===== src/rtl/cpu_fetch_pkg.sv =====
// Shared types for the instruction-fetch slice.
//   FETCH_PKT_W         : width of the fetch packet driven to pre-decode
//   TAG_BIT/INSTR/PC    : field positions inside the fetch packet
//   fetch_state_t       : fetch FSM states
//   queue_entry_t       : one prefetch-queue entry {instruction, PC}
//   make_packet()       : builds a fetch packet from a tag and a queue entry
package CPU_Types;

  localparam int unsigned FETCH_PKT_W = 121;
  localparam int unsigned TAG_BIT     = 120;
  localparam int unsigned INSTR_MSB   = 119;
  localparam int unsigned INSTR_LSB   = 88;
  localparam int unsigned PC_MSB      = 87;
  localparam int unsigned PC_LSB      = 56;
  localparam int unsigned PAD_W       = 56;

  typedef enum logic [1:0] {
    FETCH = 2'd0,
    FULL  = 2'd1,
    DRAIN = 2'd2
  } fetch_state_t;

  typedef struct packed {
    logic [31:0] instr;
    logic [31:0] pc;
  } queue_entry_t;

  function automatic logic [FETCH_PKT_W-1:0] make_packet(input logic tag,
                                                         input queue_entry_t e);
    return {tag, e.instr, e.pc, {PAD_W{1'b0}}};
  endfunction

endpackage


===== src/rtl/cpu_fetch_queue.sv =====
// Prefetch FIFO of {instruction, PC} pairs.
//   i_clock / i_reset : clock, asynchronous active-low reset
//   push / push_entry : write an entry (accepted when not full, or when a pop
//                       happens in the same cycle)
//   pop               : drop the head entry (ignored when empty)
//   flush             : empty the queue; wins over push and pop
//   head              : current head entry (valid when !empty)
//   full / empty      : occupancy flags
//   count             : current number of entries
module cpu_fetch_queue
  import CPU_Types::*;
#(
  parameter int unsigned QUEUE_DEPTH = 2
) (
  input  logic                           i_clock,
  input  logic                           i_reset,
  input  logic                           push,
  input  queue_entry_t                   push_entry,
  input  logic                           pop,
  input  logic                           flush,
  output queue_entry_t                   head,
  output logic                           full,
  output logic                           empty,
  output logic [$clog2(QUEUE_DEPTH):0]   count
);

  localparam int unsigned AW = $clog2(QUEUE_DEPTH);
  localparam int unsigned CW = AW + 1;

  queue_entry_t   mem [QUEUE_DEPTH];
  logic [AW-1:0]  rd_ptr;
  logic [AW-1:0]  wr_ptr;
  logic [CW-1:0]  count_q;
  logic           do_push;
  logic           do_pop;

  always_comb begin
    empty   = (count_q == '0);
    full    = (count_q == CW'(QUEUE_DEPTH));
    do_pop  = pop && !empty;
    // A pop frees the slot before the push lands, so a full queue can take both.
    do_push = push && (!full || do_pop);
    head    = mem[rd_ptr];
    count   = count_q;
  end

  always_ff @(posedge i_clock or negedge i_reset) begin
    if (!i_reset) begin
      rd_ptr  <= '0;
      wr_ptr  <= '0;
      count_q <= '0;
    end else if (flush) begin
      rd_ptr  <= '0;
      wr_ptr  <= '0;
      count_q <= '0;
    end else begin
      if (do_push) wr_ptr <= wr_ptr + 1'b1;
      if (do_pop)  rd_ptr <= rd_ptr + 1'b1;
      count_q <= count_q + CW'(do_push) - CW'(do_pop);
    end
  end

  // Storage needs no reset: entries are only read behind the count.
  always_ff @(posedge i_clock) begin
    if (do_push && !flush) mem[wr_ptr] <= push_entry;
  end

endmodule


===== src/rtl/cpu_fetch.sv =====
// Instruction fetch unit: issues single outstanding word reads on the
// instruction bus, buffers returned words in a prefetch queue and hands them
// to pre-decode as a tagged fetch packet.
//   RESET_VECTOR  : PC of the first fetch after reset
//   QUEUE_DEPTH   : prefetch queue entries (2 or 4)
//   i_clock       : clock, rising edge
//   i_reset       : asynchronous active-low reset
//   o_bus_request : instruction-bus read request
//   o_bus_address : word-aligned read address
//   i_bus_ready   : read completes this cycle, i_bus_rdata valid
//   i_bus_rdata   : instruction word
//   i_stall       : pre-decode cannot take a new instruction this cycle
//   i_jump        : redirect strobe from execute
//   i_jump_pc     : redirect target
//   o_data        : {tag, instruction, PC, 56'b0}; tag flips on every new packet
module cpu_fetch
  import CPU_Types::*;
#(
  parameter logic [31:0] RESET_VECTOR = 32'h0000_0000,
  parameter int unsigned QUEUE_DEPTH  = 2
) (
  input  logic                   i_clock,
  input  logic                   i_reset,
  output logic                   o_bus_request,
  output logic [31:0]            o_bus_address,
  input  logic                   i_bus_ready,
  input  logic [31:0]            i_bus_rdata,
  input  logic                   i_stall,
  input  logic                   i_jump,
  input  logic [31:0]            i_jump_pc,
  output logic [FETCH_PKT_W-1:0] o_data
);

  localparam int unsigned CW = $clog2(QUEUE_DEPTH) + 1;
  localparam logic [CW-1:0] LAST_SLOT = CW'(QUEUE_DEPTH - 1);

  fetch_state_t             state_q;
  logic [31:0]              fetch_pc_q;
  logic [31:0]              pend_pc_q;
  logic                     req_q;
  logic [31:0]              addr_q;
  logic [FETCH_PKT_W-1:0]   data_q;

  logic                     accept;
  logic                     q_push;
  logic                     q_pop;
  logic                     q_flush;
  logic                     q_full;
  logic                     q_empty;
  logic [CW-1:0]            q_count;
  queue_entry_t             q_head;
  queue_entry_t             q_in;
  logic                     goes_full;
  logic [31:0]              pc_plus4;
  logic [31:0]              drain_target;

  cpu_fetch_queue #(
    .QUEUE_DEPTH (QUEUE_DEPTH)
  ) u_queue (
    .i_clock    (i_clock),
    .i_reset    (i_reset),
    .push       (q_push),
    .push_entry (q_in),
    .pop        (q_pop),
    .flush      (q_flush),
    .head       (q_head),
    .full       (q_full),
    .empty      (q_empty),
    .count      (q_count)
  );

  always_comb begin
    accept       = req_q && i_bus_ready;
    q_flush      = i_jump;
    q_pop        = !i_jump && !i_stall && !q_empty;
    q_push       = (state_q == FETCH) && accept && !i_jump && (!q_full || q_pop);
    q_in.instr   = i_bus_rdata;
    q_in.pc      = fetch_pc_q;
    // Queue is full after this edge: stop requesting so no read is left dangling.
    goes_full    = q_push && !q_pop && (q_count == LAST_SLOT);
    pc_plus4     = fetch_pc_q + 32'd4;
    // A jump arriving on the same edge the drained read completes still wins.
    drain_target = i_jump ? i_jump_pc : pend_pc_q;
  end

  always_ff @(posedge i_clock or negedge i_reset) begin
    if (!i_reset) begin
      state_q    <= FETCH;
      fetch_pc_q <= RESET_VECTOR;
      pend_pc_q  <= RESET_VECTOR;
      req_q      <= 1'b0;
      addr_q     <= RESET_VECTOR;
      data_q     <= '0;
    end else begin
      if (q_pop) data_q <= make_packet(~data_q[TAG_BIT], q_head);

      case (state_q)
        FETCH: begin
          if (i_jump) begin
            if (req_q && !i_bus_ready) begin
              // Read in flight: keep the bus request stable and drop its data later.
              state_q   <= DRAIN;
              pend_pc_q <= i_jump_pc;
            end else begin
              fetch_pc_q <= i_jump_pc;
              addr_q     <= i_jump_pc;
              req_q      <= 1'b1;
            end
          end else if (q_push) begin
            fetch_pc_q <= pc_plus4;
            addr_q     <= pc_plus4;
            if (goes_full) begin
              state_q <= FULL;
              req_q   <= 1'b0;
            end else begin
              req_q   <= 1'b1;
            end
          end else begin
            req_q <= 1'b1;
          end
        end

        FULL: begin
          if (i_jump) begin
            state_q    <= FETCH;
            fetch_pc_q <= i_jump_pc;
            addr_q     <= i_jump_pc;
            req_q      <= 1'b1;
          end else if (q_pop) begin
            state_q <= FETCH;
            addr_q  <= fetch_pc_q;
            req_q   <= 1'b1;
          end
        end

        DRAIN: begin
          if (accept) begin
            state_q    <= FETCH;
            fetch_pc_q <= drain_target;
            addr_q     <= drain_target;
            req_q      <= 1'b1;
          end else if (i_jump) begin
            pend_pc_q <= i_jump_pc;
          end
        end

        default: begin
          state_q <= FETCH;
          req_q   <= 1'b0;
        end
      endcase
    end
  end

  assign o_bus_request = req_q;
  assign o_bus_address = addr_q;
  assign o_data        = data_q;

endmodule


===== config.mk =====
export PLATFORM = sky130hd
export DESIGN_NAME = cpu_fetch
export DESIGN_NICKNAME = d
export VERILOG_FILES = /design/src/rtl/cpu_fetch_pkg.sv /design/src/rtl/cpu_fetch_queue.sv /design/src/rtl/cpu_fetch.sv
export SDC_FILE = /design/constraint.sdc
export NUM_CORES = 1
export LEC_CHECK = 0
export ABC_AREA = 1
export CAP_MARGIN = 20
export CORE_MARGIN = 2
export CORE_UTILIZATION = 31
export CTS_CLUSTER_SIZE = 14
export DETAILED_ROUTE_END_ITERATION = 10
export DONT_BUFFER_PORTS = 1
export GPL_ROUTABILITY_DRIVEN = 0
export PLACE_DENSITY = 0.45
export REMOVE_ABC_BUFFERS = 1
export SYNTH_ARGS = -nofsm -noshare
export SYNTH_HDL_FRONTEND = slang
export SYNTH_SLANG_ARGS = --single-unit

===== constraint.sdc =====
create_clock -name i_clock -period 4.8 [get_ports i_clock]
set_clock_uncertainty 0.05 [all_clocks]
set_input_delay 0.48 -clock i_clock [delete_from_list [all_inputs] [get_ports i_clock]]
set_output_delay 0.48 -clock i_clock [all_outputs]
set_load 0.03 [all_outputs]

==> key figures <==
Yosys
  • Synth top area share: 0.305
  • Synth Instances: 1531
  • Count of state elements after synthesis: 296
  • Sequential cell area fraction in the yosys report: 0.584
  • Largest cells by area after synthesis: dfrtp_1 (30%), edfxtp_1 (28%), nand2_1 (11%), nor2_1 (6.1%), a31oi_1 (4.6%)
  • Most instantiated library cell after synthesis: nand2_1
  • Synth unique cells: 38
  • Commonest cells post-synth: nand2_1 (386), nor2_1 (223), dfrtp_1 (168)
  • Mapped cell area: roughly 14000 um^2
  • Synth Warn #: 0
  • Number of enable flip-flop cells after synthesis: 128
  • Syn Area/Cell: 9.01 um^2
  • Largest area contributor in the netlist: dfrtp_1
  • Ys async rst share: 0.568
  • Synth Flop Type: dfrtp_1

Worst setup path
  • Worst path arrival time: 3.31 ns
  • Critical Path Source Type: flip-flop
  • Crit path buf inv count: 4
  • R2r startpoint: state_q[1]
  • Crit path largest cell delay: 0.72 ns
  • Critical path type: flip-flop to flip-flop
  • Slowest CP cell: inv_2
  • CP Capture Type: flip-flop
  • Cell mode on critical path: nand2_1
  • Crit path required time: 5.11 ns
  • Worst-path cell chain: inv_1, ha_1, inv_1, nor2_1, nand2_1, nand2_1, nor2_1, nand2_1, buf_4, inv_2, a31oi_1
  • CP max FO: 42
  • Family with the most delay on the worst path: buffers and inverters
  • Critical path origin: state_q[1]

CTS
  • Reg clk slew, reported paths: roughly 0.060 ns
  • Root Buffer: clkbuf_16
  • Total clock sinks: 296
  • H-Tree Depth: 2
  • CTS tree: yes
  • Num CTS Buffers: 37
  • Clock latency on the worst-skew pair: 0.56 ns
  • Post-CTS Setup Repair Bufs: 0
  • Max Root-Sink Buffers: 3

Layout
  • # nets final: 1613
  • Area of the multi-input gates: 4810 um^2
  • Syn-to-layout area delta: 13.5%
  • Fin util: 0.356
  • Ant diodes: 0
  • Fill cell count: 4509
  • Layout cells sized above 1: 0.0557
  • Final instance area: 15700 um^2
  • Reg area: 8050 um^2

Detailed routing
  • DR iter-0 viols: 632
  • Post-DR wirelength/cell: 18.3 um
  • Residual DRC: 0
  • Drt first pass iters: 5
  • Vias: 10212
  • Vias/cell: approximately 4.7
  • WL final: 39.4 mm
  • Routed Antenna Nets: 0

STA
  • Max Clk Rate: 334 MHz
  • Final setup fails: 0
  • Final setup margin: 1.80 ns
  • Worst Tran Pin Value: around 1.0 ns
  • Fin crit period: 3.00 ns
  • RSZ-0062 raised after global routing: false
  • Hold Fails Final Rpt: 0
  • Hold Slack: approximately 0.036 ns
  • Slew margin rel.: 0.326
  • Tcrit/Tclk final: 0.624
  • Slew Viols, Final: 0
  • Setup_tns: 0 ns

Outcome
  • Run status: finished, final reports clean

GRT
  • Vias in the first global route: 10008
  • Initial antenna violation count: 0
  • Largest net degree at the start of global routing: 169
  • GRT Total Usage: 0.172
  • Total gr overflow: 0
  • Global-route wire length before repair: 61.3 mm

Floorplanning
  • DIE AREA: around 46000 um^2
  • Die Y: approximately 210 um
  • I/O pin total: 223
  • Core area: 44000 um^2
  • Initial Utilization: 0.313
  • Row count: just under 80
  • Die Wd: 215 um

Placed design
  • DP Wirelength: approximately 23 mm
  • Area after DPL: 14100 um^2
  • Place WS: approximately 1.8 ns
  • Number of port buffers: 0

Job
  • Max Cap Violations: 0

Worst hold path
  • HP Class: primary input to flip-flop
  • Min-delay src: i_jump_pc[22]

Pwr
  • Leakage: 0.00641 uW
  • VDD IR max: 0.326 mV
  • PwrDens: between 700 and 800 nW/um^2
-- registers in the layout, indices dropped and copies added, names as in the netlist --
register,count
fetch_pc_q,32
o_bus_address,32
o_bus_request,1
o_data,65
pend_pc_q,32
state_q,2
u_queue.count,2
u_queue.mem,128
u_queue.rd_ptr,1
u_queue.wr_ptr,1
-- cell type report --
class                           instances  share of cell area
Sequential cell                       296               0.514
Clock inverter                         15              0.0110
Inverter                               97              0.0234
Timing Repair Buffer                   49              0.0302
Tap cell                              592              0.0473
Multi-Input combinational cell       1056               0.307
Clock buffer                           50              0.0668
-- path summary, 6_finish.rpt --
check                                    to  slack [ns]  depth (start not counted)
setup / recovery           o_bus_address[3]        1.80                         11
setup reg to reg           o_bus_address[3]        1.80                         11
hold / removal                pend_pc_q[22]        0.04                          2
min in group asynchronous       o_data[112]        0.58                          2
hold reg to reg                  o_data[59]        0.46                          2
max in group asynchronous     pend_pc_q[19]        3.36                          2
-- placed cells by master (no fill, tap or decap), types with 3 or more instances in the layout --
cell type and instances:
clkbuf_1 7, inv_1 91, nand3_1 31, buf_4 14
nor2_4 3, dfrtp_1 167, o21a_1 6, clkinv_2 7
a22oi_1 9, o211ai_1 13, nand2_1 386, dlygate4sd3_1 34
conb_1 56, and2_1 3, clkbuf_16 38, o21ai_0 85
a31oi_1 101, nor3_1 4, clkbuf_8 5, inv_2 4
bufinv_16 3, nor2_1 221, ha_1 7, a21oi_1 102
nand4_1 6, o21bai_1 4, clkinv_1 4, edfxtp_1 128
-- logic make-up (layout without fill, tap and decap cells) --
| logic type | after synthesis | after routing | synth area share |
|---|---|---|---|
| and+or+nand+nor | 661 | 661 | 0.188 |
| AOI/OAI and AO/OA | 329 | 329 | 0.137 |
| DFF | 296 | 296 | 0.584 |
| buffers and inverters | 234 | 211 | 0.0837 |
| adders and majority gates | 7 | 7 | 0.00635 |
| xor gates and xnor gates | 3 | 3 | 0.00191 |
| other | 1 | 56 | 0.000272 |
-- worst register-to-register path: stages, from the launching register on --
cell     delay, ns
dfrtp_1       0.39
inv_1         0.08
ha_1          0.19
inv_1         0.44
nor2_1        0.14
nand2_1       0.10
nand2_1       0.09
nor2_1        0.10
nand2_1       0.07
buf_4         0.25
inv_2         0.72
a31oi_1       0.20
-- power breakdown --
part,switching (uW),total [uW],leakage (uW),internal [uW]
sequential,1690,5250,0.00311,3560
clock,1120,2810,0.000604,1690
combinational,2240,3280,0.00270,1040
total,5040,11300,0.00641,6300
-- what timing repair did --
action | 4_1_cts | 5_1_grt
hold buffers | 35 | 0
hold endpoints to repair | 235 | 0
setup endpoints to repair | 0 | 0
gates resized for setup | 0 | 0
-- per-stage QoR --
stage	std cells	total power (uW)
floorplan	1449	7310
global placement	2055	8520
detailed placement	2055	8580
CTS	2155	11500
global route	2155	12200
finish	2155	11300
-- routing by layer --
metal,wire [um],track usage,vias up
li1,-,-,5042
met1,17300,0.222,4847
met2,18100,0.277,269
met3,2950,0.0512,54
met4,1100,0.0549,0
met5,0,0,-
Note: power is estimated with default switching activity, not from simulation.
